--- src/rtl/tsp_pkg.sv ---
//------------------------------------------------------------------------------
// Module : tsp_pkg
// Brief  : Shared widths, coordinate packing helpers, tour_len_ctrl states.
// Rev    : 1.0 - initial release
//------------------------------------------------------------------------------
`default_nettype none

package tsp_pkg;

  localparam int CITY_W = 64;
  localparam int DIST_W = 32;

  localparam logic [2:0] ST_IDLE  = 3'd0;
  localparam logic [2:0] ST_FETCH = 3'd1;
  localparam logic [2:0] ST_CLOSE = 3'd2;
  localparam logic [2:0] ST_DRAIN = 3'd3;
  localparam logic [2:0] ST_DONE  = 3'd4;

  typedef enum logic [2:0] {
    S_IDLE  = ST_IDLE,
    S_FETCH = ST_FETCH,
    S_CLOSE = ST_CLOSE,
    S_DRAIN = ST_DRAIN,
    S_DONE  = ST_DONE
  } tl_state_e;

  function automatic logic [CITY_W-1:0] pack_city(input logic [31:0] x, input logic [31:0] y);
    return {y, x};
  endfunction

  function automatic logic [31:0] city_x(input logic [CITY_W-1:0] c);
    return c[31:0];
  endfunction

  function automatic logic [31:0] city_y(input logic [CITY_W-1:0] c);
    return c[63:32];
  endfunction

endpackage

`default_nettype wire

--- src/rtl/tour_fetch_pipe.sv ---
//------------------------------------------------------------------------------
// Module : tour_fetch_pipe
// Brief  : Two-stage tour RAM -> coordinate RAM read pipeline with position tags.
// Rev    : 1.0 - initial release
//------------------------------------------------------------------------------
`default_nettype none

module tour_fetch_pipe
  import tsp_pkg::*;
#(
  parameter int IDX_W = 6
) (
  input  logic              clk,
  input  logic              rst_n,
  input  logic              launch_i,
  input  logic [IDX_W:0]    n_i,
  output logic              tour_rd_en_o,
  output logic [IDX_W-1:0]  tour_addr_o,
  input  logic [IDX_W-1:0]  tour_rdata_i,
  output logic              coord_rd_en_o,
  output logic [IDX_W-1:0]  coord_addr_o,
  input  logic [CITY_W-1:0] coord_rdata_i,
  output logic [CITY_W-1:0] coord_o,
  output logic              first_o,
  output logic              last_o,
  output logic              valid_o
);

  localparam logic [IDX_W:0] ONE_N = (IDX_W+1)'(1);

  logic             issuing_q;
  logic [IDX_W:0]   pos_q;
  logic [IDX_W:0]   n_q;
  logic             s1_vld_q, s1_first_q, s1_last_q;
  logic             s2_vld_q, s2_first_q, s2_last_q;
  logic             pos_last;

  // n is one bit wider than the address so a full 2^IDX_W tour compares correctly.
  assign pos_last = (pos_q == (n_q - ONE_N));

  always_ff @(posedge clk or negedge rst_n) begin
    if (!rst_n) begin
      issuing_q  <= 1'b0;
      pos_q      <= '0;
      n_q        <= '0;
      s1_vld_q   <= 1'b0;
      s1_first_q <= 1'b0;
      s1_last_q  <= 1'b0;
      s2_vld_q   <= 1'b0;
      s2_first_q <= 1'b0;
      s2_last_q  <= 1'b0;
    end else begin
      if (launch_i) begin
        issuing_q <= 1'b1;
        pos_q     <= '0;
        n_q       <= n_i;
      end else if (issuing_q) begin
        pos_q <= pos_q + ONE_N;
        if (pos_last) begin
          issuing_q <= 1'b0;
        end
      end
      s1_vld_q   <= issuing_q;
      s1_first_q <= issuing_q && (pos_q == '0);
      s1_last_q  <= issuing_q && pos_last;
      s2_vld_q   <= s1_vld_q;
      s2_first_q <= s1_first_q;
      s2_last_q  <= s1_last_q;
    end
  end

  assign tour_rd_en_o  = issuing_q;
  assign tour_addr_o   = issuing_q ? pos_q[IDX_W-1:0] : '0;
  assign coord_rd_en_o = s1_vld_q;
  assign coord_addr_o  = s1_vld_q ? tour_rdata_i : '0;
  assign coord_o       = coord_rdata_i;
  assign first_o       = s2_first_q;
  assign last_o        = s2_last_q;
  assign valid_o       = s2_vld_q;

endmodule

`default_nettype wire

--- src/rtl/tour_len_ctrl.sv ---
//------------------------------------------------------------------------------
// Module : tour_len_ctrl
// Brief  : Closed-tour length sequencer: fetches cities, issues pairs, sums distances.
// Rev    : 1.0 - initial release
//------------------------------------------------------------------------------
`default_nettype none

module tour_len_ctrl
  import tsp_pkg::*;
#(
  parameter int IDX_W = 6,
  parameter int ACC_W = 32
) (
  input  logic              clk,
  input  logic              rst_n,
  input  logic              start,
  input  logic [IDX_W:0]    num_cities,
  output logic              busy,
  output logic              done,
  output logic [ACC_W-1:0]  tour_len,
  output logic              overflow,
  output logic              tour_rd_en,
  output logic [IDX_W-1:0]  tour_addr,
  input  logic [IDX_W-1:0]  tour_rdata,
  output logic              coord_rd_en,
  output logic [IDX_W-1:0]  coord_addr,
  input  logic [CITY_W-1:0] coord_rdata,
  output logic              dist_inp_valid,
  output logic [CITY_W-1:0] dist_citya,
  output logic [CITY_W-1:0] dist_cityb,
  input  logic              dist_out_valid,
  input  logic [DIST_W-1:0] dist_out
);

  localparam int SUM_W = ((ACC_W > DIST_W) ? ACC_W : DIST_W) + 1;
  localparam logic [IDX_W:0] ONE_N = (IDX_W+1)'(1);
  localparam logic [IDX_W:0] TWO_N = (IDX_W+1)'(2);

  tl_state_e         state_q, state_d;
  logic [IDX_W:0]    n_q, n_d;
  logic [IDX_W:0]    res_cnt_q, res_cnt_d;
  logic [ACC_W-1:0]  acc_q, acc_d;
  logic              ovf_q, ovf_d;
  logic [CITY_W-1:0] first_q, first_d;
  logic [CITY_W-1:0] prev_q, prev_d;
  logic [CITY_W-1:0] citya_q, citya_d;
  logic [CITY_W-1:0] cityb_q, cityb_d;
  logic              pair_vld_q, pair_vld_d;
  logic              close_sent_q, close_sent_d;

  logic              launch;
  logic              accept_res;
  logic [SUM_W-1:0]  sum;
  logic [CITY_W-1:0] fp_coord;
  logic              fp_first, fp_last, fp_valid;

  tour_fetch_pipe #(
    .IDX_W (IDX_W)
  ) u_fetch (
    .clk           (clk),
    .rst_n         (rst_n),
    .launch_i      (launch),
    .n_i           (num_cities),
    .tour_rd_en_o  (tour_rd_en),
    .tour_addr_o   (tour_addr),
    .tour_rdata_i  (tour_rdata),
    .coord_rd_en_o (coord_rd_en),
    .coord_addr_o  (coord_addr),
    .coord_rdata_i (coord_rdata),
    .coord_o       (fp_coord),
    .first_o       (fp_first),
    .last_o        (fp_last),
    .valid_o       (fp_valid)
  );

  always_ff @(posedge clk or negedge rst_n) begin
    if (!rst_n) begin
      state_q      <= S_IDLE;
      n_q          <= '0;
      res_cnt_q    <= '0;
      acc_q        <= '0;
      ovf_q        <= 1'b0;
      first_q      <= '0;
      prev_q       <= '0;
      citya_q      <= '0;
      cityb_q      <= '0;
      pair_vld_q   <= 1'b0;
      close_sent_q <= 1'b0;
    end else begin
      state_q      <= state_d;
      n_q          <= n_d;
      res_cnt_q    <= res_cnt_d;
      acc_q        <= acc_d;
      ovf_q        <= ovf_d;
      first_q      <= first_d;
      prev_q       <= prev_d;
      citya_q      <= citya_d;
      cityb_q      <= cityb_d;
      pair_vld_q   <= pair_vld_d;
      close_sent_q <= close_sent_d;
    end
  end

  always_comb begin
    state_d      = state_q;
    n_d          = n_q;
    res_cnt_d    = res_cnt_q;
    acc_d        = acc_q;
    ovf_d        = ovf_q;
    first_d      = first_q;
    prev_d       = prev_q;
    citya_d      = citya_q;
    cityb_d      = cityb_q;
    pair_vld_d   = 1'b0;
    close_sent_d = close_sent_q;
    launch       = 1'b0;

    // Results are counted whenever the datapath is ours, independent of its latency.
    accept_res = dist_out_valid &&
                 ((state_q == S_FETCH) || (state_q == S_CLOSE) || (state_q == S_DRAIN));
    sum = SUM_W'(acc_q) + SUM_W'(dist_out);
    if (accept_res) begin
      res_cnt_d = res_cnt_q + ONE_N;
      if (|sum[SUM_W-1:ACC_W]) begin
        acc_d = '1;
        ovf_d = 1'b1;
      end else begin
        acc_d = sum[ACC_W-1:0];
      end
    end

    case (state_q)
      S_IDLE: begin
        if (start) begin
          n_d          = num_cities;
          acc_d        = '0;
          ovf_d        = 1'b0;
          res_cnt_d    = '0;
          close_sent_d = 1'b0;
          if (num_cities >= TWO_N) begin
            launch  = 1'b1;
            state_d = S_FETCH;
          end else begin
            state_d = S_DONE;
          end
        end
      end
      S_FETCH: begin
        if (fp_valid) begin
          prev_d = fp_coord;
          if (fp_first) begin
            first_d = fp_coord;
          end else begin
            pair_vld_d = 1'b1;
            citya_d    = prev_q;
            cityb_d    = fp_coord;
          end
          if (fp_last) begin
            state_d = S_CLOSE;
          end
        end
      end
      S_CLOSE: begin
        // Stay one extra cycle so the wrap-around pair is on the bus while still in CLOSE.
        if (!close_sent_q) begin
          pair_vld_d   = 1'b1;
          citya_d      = prev_q;
          cityb_d      = first_q;
          close_sent_d = 1'b1;
        end else begin
          state_d = S_DRAIN;
        end
      end
      S_DRAIN: begin
        if (res_cnt_d == n_q) begin
          state_d = S_DONE;
        end
      end
      S_DONE: begin
        state_d = S_IDLE;
      end
      default: begin
        state_d = S_IDLE;
      end
    endcase
  end

  assign busy           = (state_q != S_IDLE);
  assign done           = (state_q == S_DONE);
  assign tour_len       = acc_q;
  assign overflow       = ovf_q;
  assign dist_inp_valid = pair_vld_q;
  assign dist_citya     = citya_q;
  assign dist_cityb     = cityb_q;

endmodule

`default_nettype wire

--- config.mk ---
export PLATFORM = sky130hd
export DESIGN_NAME = tour_len_ctrl
export DESIGN_NICKNAME = d
export VERILOG_FILES = /design/src/rtl/tsp_pkg.sv /design/src/rtl/tour_fetch_pipe.sv /design/src/rtl/tour_len_ctrl.sv
export SDC_FILE = /design/constraint.sdc
export NUM_CORES = 1
export LEC_CHECK = 0
export CAP_MARGIN = 20
export CELL_PAD_IN_SITES_DETAIL_PLACEMENT = 1
export CELL_PAD_IN_SITES_GLOBAL_PLACEMENT = 1
export CORE_UTILIZATION = 35
export DETAILED_ROUTE_END_ITERATION = 12
export GPL_TIMING_DRIVEN = 1
export PLACE_DENSITY_LB_ADDON = 0.1
export SLEW_MARGIN = 0
export SYNTH_ARGS = -nofsm -noshare
export SYNTH_HDL_FRONTEND = slang
export SYNTH_SLANG_ARGS = --single-unit
export TNS_END_PERCENT = 30
--- constraint.sdc ---
create_clock -name clk -period 3.3 [get_ports clk]
set_input_delay 0.66 -clock clk [delete_from_list [all_inputs] [get_ports clk]]
set_output_delay 0.66 -clock clk [all_outputs]
set_load 0.005 [all_outputs]
==> metrics <==
status=finished clean; Clk pwr share=20.1%; crit path launch type=input pin; final worst setup slack=133 ps; Clk Latency, worst-skew pair=550 ps; maximum fanout along the worst path=4; nets@finish=approximately 1800; Post-Route WL=42400 µm; Die W=209 µm; area share of the largest cell type after synthesis=55.0%; residual DRC count=0; switch share=~34%; reg2reg end=tour_len[1]; setup TNS=0 ps; Syn. warnings=0; Final min period=3170 ps; Reg-to-Reg Start=tour_len[0]; crit-path cells=clkdlybuf4s50_1 -> ha_1 -> fa_1 -> a211oi_2 -> o21a_1 -> or3_4 -> a21oi_2 -> o31ai_2 -> buf_4 -> o31ai_4 -> buf_4 -> or2_1 -> o221a_2; core area=0.0420 mm²; Pwr Density=1080 mW/mm²; Area Overhead vs Synth=36.4%; slew margin rel.=between 50% and 60%; root buffer cell=clkbuf_16; layout cells sized above 1=about 22%; switching power=between 7 and 8 mW; initial antenna violation count=2; Crit path arrival time=about 3600 ps; Worst-path clk slew=60 ps; Starting Density=35.6%; Fmax achieved=0.316 GHz; crit path from=dist_out[0]; grt total ovfl=0; area leader, netlist=dfrtp_1; DIE AREA=0.0436 mm²; RSZ-0062 raised after global routing=no; Layout Skew=13.4 ps; clock tree from TritonCTS=yes; Mapped Nets=1414; register bit total from synthesis=about 330; Req. time, crit path=3740 ps; Routed Antenna Nets=0; Final GP Congestion=0.779; R2R cell count=12; post-CTS setup buffer count=0; # setup viols final=0; Pleak=8.55 nW; post-synth cell types=61; worst slew pin tran=around 700 ps; Clock Path Buffers=3; Int Power=14.5 mW; combinational group share of total power=46.7%; Detailed Routing Iterations Pass 1=6; mapped cell area=0.0150 mm²; Num CTS Buffers=39; Vias=roughly 11000; Crit Path Class=input pin to flop; pre-CTS setup slack=-710 ps; top-count cell post-synth=dfrtp_1; port buffer count=290; cell at the slowest stage of the critical path=fa_1; Clock Sinks=329; row cnt=75; vias in the first global route=12000; # IOs=291; WL per Instance=19.4 µm; syn_area_per_cell=11.8 µm²; first-pass GRT wire length=68700 µm; via density per instance=just over 5; Commonest cells post-synth=dfrtp_1 (329), mux2_2 (192), a21oi_1 (126), nor2_1 (105), mux2i_1 (69); CP endpoint kind=flop; Power, Total=between 20 and 25 mW; H-tree depth=2; Final period util=96.0%; Max rail drop VDD=0.000390 V; final hold viol count=0; DP Wirelength=between 20000 and 30000 µm; total of max-cap violations=0; Async S/R FF share, synth=100%; Die H=209 µm; Iteration-0 DRC Markers=497; max incr delay on CP=between 400 and 500 ps; Top cell by count, worst path=buf_4; Slew Limit Fails=0; top_reg_cell synth=dfrtp_1; HP Class=input pin to asynchronous set/reset pin; share of power burned in registers=33.1%; Post-synth EDFFs=0; reg2reg setup slack=190 ps; Mapped Cells=between 1000 and 1500; top post-synthesis cells by area=dfrtp_1 (55%), mux2_2 (14%), mux2i_1 (4.6%), a21oi_1 (4.2%), ha_1 (3.0%); pin count of the biggest net entering global routing=69; Seq/Total Area, Yosys=55.0%; Total GRT Usage=20.0%
==> worst max path at each step <==
stage | to | slack [ps] | cells after the start
after global routing | tour_len[1] | 0.1 | 13
after CTS | tour_len[0] | 40 | 13
after global placement | tour_len[27] | -640 | 12
after floorplan | tour_len[0] | 260 | 10
final | tour_len[1] | 130 | 13
after detailed placement | tour_len[15] | -710 | 12
==> power by group through the flow <==
stage	logic [mW]	clock network [mW]	registers [mW]
after floorplan	5.85	0	7.12
after global placement	10.2	0	7.32
after detailed placement	10.4	0	7.42
after CTS	10.5	4.61	7.37
after global routing	11.3	4.74	7.63
final	10.3	4.45	7.33
==> per-layer routing <==
layer	part of all wire [%]	track usage, %	vias to the layer above
met5	0.038	0	-
met4	1.9	5.48	2
met1	46	27.2	5607
met3	3.8	3.28	44
li1	-	-	5174
met2	48	33.0	208
==> final cells by class <==
type / instances / area, µm²
repair buffers: 376 / 3670
flip-flops and latches: 329 / 8230
multi-input cells: 854 / 6460
diodes: 1 / 2.50
clock buffers: 54 / 1110
well taps: 539 / 674
fillers: 4426 / 21600
clock inverters: 16 / 209
inverters: 17 / 63.8
==> cell usage in the layout, fill, tap and decap left out, drive strengths merged, types with 10 or more instances in the layout <==
cell type        n
clkinv          10
and2            17
xor2            26
dfrtp          329
mux2i           69
clkdlybuf4s50  289
ha              36
nand3           14
inv             18
nor3            12
xnor2           28
buf             87
clkbuf          54
nand2           65
mux2           192
a21o            12
o21ai           59
nor2           107
a21oi          129
==> flip-flops by register name (all words and copies together) (netlist names) <==
signal	flops
close_sent_q	1
dist_citya	64
dist_cityb	64
dist_inp_valid	1
first_q	64
n_q	7
overflow	1
prev_q	64
res_cnt_q	7
state_q	3
tour_len	32
u_fetch.coord_rd_en_o	1
u_fetch.first_o	1
u_fetch.last_o	1
u_fetch.n_q	7
u_fetch.pos_q	7
u_fetch.s1_first_q	1
u_fetch.s1_last_q	1
u_fetch.tour_rd_en_o	1
u_fetch.valid_o	1
==> critical path, delay by kind of cell <==
family,cells,cell delay (ps)
AOI/OAI and AO/OA,6,1170
buffers and inverters,3,750
adders and majority gates,2,650
and+or+nand+nor,2,380
==> timing repair <==
item,in CTS,in global routing
gates cloned,1,0
endpoints found under the setup margin,27,30
resized for setup,1,1
hold buffers,0,0
==> kinds of logic (layout without fill, tap and decap cells) <==
| kind of cell | Yosys count | after routing | share of synthesized area [%] |
|---|---|---|---|
| flip-flops | 329 | 329 | 55.0 |
| other | 0 | 1 | 0 |
| AND/OR/NAND/NOR | 256 | 257 | 7.92 |
| multiplexers | 261 | 261 | 19.0 |
| XOR/XNOR | 54 | 54 | 3.16 |
| buffers and inverters | 82 | 463 | 2.31 |
| AO/OA/AOI/OAI | 245 | 245 | 9.46 |
| adder cells (fa/ha/maj) | 37 | 37 | 3.14 |
==> stage by stage <==
stage               hold WS, ps  cell area (µm²)  cells  utilization, %
floorplan                   331            15000   1264               -
global placement            336            19100   2114            45.4
detailed placement          338            19100   2114            45.4
CTS                        70.3            20400   2185            48.6
global route               95.0            20400   2185            48.6
finish                     75.3            20400   2186            48.6
(Power assumes the default switching activity.)
